`src/rtl/regfile_access_arbiter_pkg.sv`:
```
// Shared definitions for the debug register-file access arbiter: FSM state
// encoding, debug bus mode encodings and the default parameter values.
package regfile_access_arbiter_pkg;

    typedef enum logic [1:0] {
        ST_IDLE    = 2'd0,
        ST_DRAIN   = 2'd1,
        ST_ACCESS  = 2'd2,
        ST_RESPOND = 2'd3
    } state_t;

    localparam logic [1:0]  MODE_READ           = 2'b01;
    localparam logic [1:0]  MODE_WRITE          = 2'b10;
    localparam logic [31:0] REG_BASE_DEFAULT    = 32'h0000_4100;
    localparam int          DRAIN_LIMIT_DEFAULT = 255;

endpackage

```
`src/rtl/regfile_access_arbiter_addr_decode.sv`:
```
// Maps a debug bus address onto a register index and flags whether it hits
// a word-aligned register inside the window.
module regfile_addr_decode
    import regfile_access_arbiter_pkg::*;
#(
    parameter int          NUM_REGS = 32,
    parameter logic [31:0] REG_BASE = REG_BASE_DEFAULT
) (
    input  logic [31:0] addr,
    output logic [4:0]  index,
    output logic        valid
);

    logic [29:0] word;

    // Word offset from the base; equals (addr - REG_BASE) >> 2 for aligned addresses.
    assign word  = addr[31:2] - REG_BASE[31:2];
    assign index = word[4:0];
    assign valid = (addr[1:0] == 2'b00) && (addr >= REG_BASE) && (word < 30'(NUM_REGS));

endmodule

```
`src/rtl/regfile_access_arbiter.sv`:
```
// Arbitrates register-file access between core writeback and the debug bus:
// stalls and drains the core, performs one debug read/write, then responds.
module regfile_access_arbiter
    import regfile_access_arbiter_pkg::*;
#(
    parameter int          NUM_REGS    = 32,
    parameter logic [31:0] REG_BASE    = REG_BASE_DEFAULT,
    parameter int          DRAIN_LIMIT = DRAIN_LIMIT_DEFAULT
) (
    input  logic        clk,
    input  logic        reset,
    input  logic        wb_valid,
    input  logic [4:0]  wb_reg,
    input  logic [31:0] wb_data,
    output logic        core_stall,
    input  logic        core_idle,
    input  logic [31:0] slv_address,
    input  logic [31:0] slv_write_data,
    input  logic [1:0]  slv_mode,
    input  logic        slv_select_regs,
    output logic        slv_ready,
    output logic [31:0] slv_read_data,
    output logic        slv_error,
    output logic [4:0]  rf_write_reg,
    output logic [31:0] rf_write_data,
    output logic        rf_cs_reg_write,
    output logic [4:0]  rf_read_reg,
    input  logic [31:0] rf_read_data
);

    state_t      state_q, state_d;
    logic        armed_q, armed_d;
    logic [7:0]  cnt_q, cnt_d;
    logic [4:0]  idx_q, idx_d;
    logic [31:0] wdata_q, wdata_d;
    logic        is_write_q, is_write_d;
    logic        core_stall_q, core_stall_d;
    logic        slv_ready_q, slv_ready_d;
    logic        slv_error_q, slv_error_d;
    logic [31:0] rdata_q, rdata_d;

    logic [4:0]  dec_index;
    logic        dec_valid;
    logic        accept;

    regfile_addr_decode #(
        .NUM_REGS (NUM_REGS),
        .REG_BASE (REG_BASE)
    ) u_decode (
        .addr  (slv_address),
        .index (dec_index),
        .valid (dec_valid)
    );

    assign accept = (state_q == ST_IDLE) && armed_q && slv_select_regs &&
                    ((slv_mode == MODE_READ) || (slv_mode == MODE_WRITE));

    always_comb begin
        state_d      = state_q;
        armed_d      = armed_q | ~slv_select_regs;
        cnt_d        = cnt_q;
        idx_d        = idx_q;
        wdata_d      = wdata_q;
        is_write_d   = is_write_q;
        core_stall_d = core_stall_q;
        slv_ready_d  = 1'b0;
        slv_error_d  = slv_error_q;
        rdata_d      = rdata_q;
        case (state_q)
            ST_IDLE: begin
                if (accept) begin
                    armed_d     = 1'b0;
                    idx_d       = dec_index;
                    wdata_d     = slv_write_data;
                    is_write_d  = (slv_mode == MODE_WRITE);
                    cnt_d       = 8'd0;
                    rdata_d     = 32'd0;
                    slv_error_d = 1'b0;
                    if (dec_valid) begin
                        state_d      = ST_DRAIN;
                        core_stall_d = 1'b1;
                    end else begin
                        state_d     = ST_RESPOND;
                        slv_error_d = 1'b1;
                        slv_ready_d = 1'b1;
                    end
                end
            end
            ST_DRAIN: begin
                if (core_idle && !wb_valid) begin
                    state_d = ST_ACCESS;
                end else if (({1'b0, cnt_q} + 9'd1) >= 9'(DRAIN_LIMIT)) begin
                    state_d     = ST_RESPOND;
                    slv_error_d = 1'b1;
                    slv_ready_d = 1'b1;
                end else begin
                    cnt_d = cnt_q + 8'd1;
                end
            end
            ST_ACCESS: begin
                state_d     = ST_RESPOND;
                slv_ready_d = 1'b1;
                slv_error_d = wb_valid;
                if (!is_write_q) begin
                    rdata_d = rf_read_data;
                end
            end
            ST_RESPOND: begin
                state_d      = ST_IDLE;
                core_stall_d = 1'b0;
            end
            default: state_d = ST_IDLE;
        endcase
    end

    always_ff @(posedge clk or negedge reset) begin
        if (!reset) begin
            state_q      <= ST_IDLE;
            armed_q      <= 1'b0;
            cnt_q        <= 8'd0;
            idx_q        <= 5'd0;
            wdata_q      <= 32'd0;
            is_write_q   <= 1'b0;
            core_stall_q <= 1'b0;
            slv_ready_q  <= 1'b0;
            slv_error_q  <= 1'b0;
            rdata_q      <= 32'd0;
        end else begin
            state_q      <= state_d;
            armed_q      <= armed_d;
            cnt_q        <= cnt_d;
            idx_q        <= idx_d;
            wdata_q      <= wdata_d;
            is_write_q   <= is_write_d;
            core_stall_q <= core_stall_d;
            slv_ready_q  <= slv_ready_d;
            slv_error_q  <= slv_error_d;
            rdata_q      <= rdata_d;
        end
    end

    // Core writeback passes straight through except in ACCESS, where the debug
    // port owns the write port and any concurrent core write is dropped.
    always_comb begin
        rf_write_reg    = wb_reg;
        rf_write_data   = wb_data;
        rf_cs_reg_write = wb_valid & reset;
        rf_read_reg     = 5'd0;
        if (state_q == ST_ACCESS) begin
            rf_write_reg    = idx_q;
            rf_write_data   = wdata_q;
            rf_cs_reg_write = is_write_q && (idx_q != 5'd0);
            if (!is_write_q) begin
                rf_read_reg = idx_q;
            end
        end
    end

    assign core_stall    = core_stall_q;
    assign slv_ready     = slv_ready_q;
    assign slv_error     = slv_error_q;
    assign slv_read_data = rdata_q;

endmodule

```
`config.mk`:
```
export PLATFORM = sky130hd
export DESIGN_NAME = regfile_access_arbiter
export DESIGN_NICKNAME = d
export VERILOG_FILES = /design/src/rtl/regfile_access_arbiter_pkg.sv /design/src/rtl/regfile_access_arbiter_addr_decode.sv /design/src/rtl/regfile_access_arbiter.sv
export SDC_FILE = /design/constraint.sdc
export NUM_CORES = 1
export LEC_CHECK = 0
export BUFFER_PORTS_ARGS = -buffer_cell sky130_fd_sc_hd__buf_2
export CAP_MARGIN = 15
export CORE_MARGIN = 2
export CORE_UTILIZATION = 40
export CTS_CLUSTER_DIAMETER = 60
export CTS_CLUSTER_SIZE = 16
export DETAILED_ROUTE_END_ITERATION = 6
export GPL_TIMING_DRIVEN = 1
export PLACE_DENSITY_LB_ADDON = 0.2
export REMOVE_ABC_BUFFERS = 1
export SLEW_MARGIN = 20
export SYNTH_ARGS = -nofsm -noshare
export SYNTH_HDL_FRONTEND = slang
export SYNTH_HIERARCHICAL = 1
export SYNTH_SLANG_ARGS = --single-unit
```
`constraint.sdc`:
```
create_clock -name clk -period 2.8 [get_ports clk]
set_input_delay 0.42 -clock clk [delete_from_list [all_inputs] [get_ports clk]]
set_output_delay 0.42 -clock clk [all_outputs]
set_load 0.1 [all_outputs]
```
==> metrics.txt <==
Setup violations, final 0; area grow syn2layout 34.0%; cell mode on critical path buf_4; Worst path max stage delay ~0.55 ns; worst path cell trace buf_2, or4_4, o31ai_4, or4b_4, or3b_1, a311oi_1, buf_4, buf_4, nand2_1, o21ai_0, mux2i_1; final WL between 10000 and 15000 um; synth unique cells 52; initial antenna violation count 0; drt first-iter violations 234; total CTS buffers 9; # rows 38; Final Util between 50 and 60%; startpoint types input port; hpwl dp 8750 um; RePlAce Congestion between 0.7 and 0.8; Synth Area in XOR/XNOR 0.403%; routed vias around 4000; Hold Violations, Final 0; total clock sinks 84; adder-cell share of the synthesized area around 2.3%; WP data arrival between 2 and 3 ns; Synth Flop Type dfrtp_1; # nets final about 840; Simple-Gate Fraction of Synth Area around a quarter; Max-Cap Viols 0; fillcell total 1023; die area between 10000 and 15000 um2; Ports 218; global-route wire length before repair roughly 18000 um; Final Max Slew Viols 0; Max Clk Rate 371 MHz; H-tree depth 3; cell count after synthesis around 500; mux contribution to synthesized area 10.3%; CORE AREA between 10000 and 15000 um2; TritonRoute pass-1 iters 4; Post-DRT Antenna Nets 0; clk_lat worst skew approximately 0.35 ns; CP max stage cell or4_4; largest family of logic cells by synthesized area simple AND/OR/NAND/NOR gates; most area-hungry cell type in the Yosys netlist dfrtp_1; port bufs between 200 and 250; Ys Warns 6; CTS tree built; vias in the first global route between 3000 and 4000; Seq/Total Area, Yosys 48.3%; Post-synth EDFFs 0; clock transition at the registers of the reported paths roughly 0.08 ns; Slew headroom ~61%; pre-CTS setup slack -0.298 ns; layout cells sized above 1 a little over two fifths; Antenna Cells 0; Setup WS post-layout between 0.1 and 0.15 ns; post-DR wirelength/cell about 14 um; async set-reset flop share out of synthesis between 90% and 100%; vias per inst between 4 and 5; total congestion overflow 0; die height about 110 um; Critical Setup Path Class in -> reg; status finished clean; Yosys reg bits 84; worst hold path type in -> async; compound-cell area share of the yosys netlist 10.0%; crit path time final around 2.7 ns; Synth top area share around half; Req. time, crit path between 3 and 4 ns; Die W between 100 and 150 um; Worst Tran Pin Value ~0.59 ns; largest net degree at the start of global routing 65; period utilization 96.2%; Avg Inst Size Synth 8.90 um2; clk buf depth 2; largest cells by area after synthesis dfrtp_1, nand2_1, mux2_2; # DRC 0; crit-path max FO 3; crit path capture type register; Initial Util between 40% and 50%; hold slack between 0.1 and 0.15 ns; GRT Resource Usage Total around 20%; RSZ-0062 raised after global routing no; Root Driver clkbuf_8; skew final about 0.0085 ns; synthesized cell area between 4000 and 5000 um2
final timing paths:
check                                start                 to  slack (ns)  cells after the start
setup reg to reg                state_q[0]           cnt_q[5]        0.45                      8
max in group asynchronous            reset  slv_read_data[27]        1.70                      3
hold reg to reg                wdata_q[27]        wdata_q[27]        0.48                      2
min in group clk           slv_select_regs            armed_q        0.23                      2
setup / recovery           slv_address[13]         state_q[1]        0.11                     11
hold / removal                       reset          slv_error        0.13                      2
what timing repair did:
item,CTS,global route
setup buffers,0,0
hold endpoints to repair,0,0
gates resized for setup,0,2
endpoints found under the setup margin,0,10
hold buffers,0,0
critical path: cells and delay by family:
family,cells,cell delay (ns)
AO/OA/AOI/OAI,3,0.56
buffers and inverters,3,0.37
multiplexers,1,0.09
AND/OR/NAND/NOR,4,1.49
cells in the final DEF (no fill, tap or decap), types with 3 or more instances in the layout:
master    Yosys  final
buf_2         7    210
inv_1         5      5
nand2_1     196    196
buf_4         5      8
a211o_1       3      3
o21ai_1      19     19
nand4_1       4      4
and3_1        4      4
nor3_1        8      7
dfrtp_1      84     84
nand3_1       3      3
buf_12        0      9
o21ai_0      21     21
clkbuf_8      0      9
ha_1          8      7
a21oi_1       6      6
and2_1        5      5
nor2_1       12     12
o21bai_1      3      3
clkinv_2      0      3
mux2_2       38     38
layer usage:
metal  GRT usage [%]  vias up  share of wire, %
li1                -     2036                 -
met1            24.7     1839                43
met2            34.4      138                49
met3            3.25       14               5.6
met4            7.51        0               2.1
met5               0        -                 0
synth_stat cells, types with 2 or more instances:
master and n:
a211o_1 3, a21o_1 2, a21oi_1 6, a311oi_1 2, a31oi_1 2, and2_1 5, and3_1 4, buf_2 7
buf_4 5, buf_6 3, clkbuf_1 15, dfrtp_1 84, ha_1 8, inv_1 5, mux2_2 38, mux2i_1 2
nand2_1 196, nand2b_1 2, nand3_1 3, nand3b_1 2, nand4_1 4, nor2_1 12, nor2b_1 2, nor3_1 8
o21ai_0 21, o21ai_1 19, o21bai_1 3, or3b_1 2
registers in the layout, summed over array words and instances, names as in the netlist:
signal / flops
armed_q: 1
cnt_q: 8
core_stall: 1
idx_q: 5
is_write_q: 1
slv_error: 1
slv_read_data: 32
slv_ready: 1
state_q: 2
wdata_q: 32
stage by stage:
stage	TNS, ns	cell area, um2	instances
floorplan	-69.35	4180	458
global placement	-0.743	5660	825
detailed placement	-1.03	5660	825
CTS	0	5820	840
global route	0	5830	840
finish	0	5830	840
cell type report:
cell class	instances	area [um2]	area share, %
well taps	140	175	3.01
repair buffers	227	1290	22.2
flip-flops and latches	84	2100	36.1
clock buffers	10	128	2.19
multi-input cells	368	2080	35.7
inverters	6	22.5	0.386
clock inverters	5	30.0	0.515
cells by family (layout without fill, tap and decap cells):
group           Yosys count  after routing
fa+ha+maj                 8              8
mux                      40             40
simple gates            249            249
flops                    84             84
xor+xnor                  2              2
compound gates           69             69
buf+inv                  37            248
Power is not shown: default switching activity piles up to over one toggle a cycle in this logic, so the estimate is an artifact.
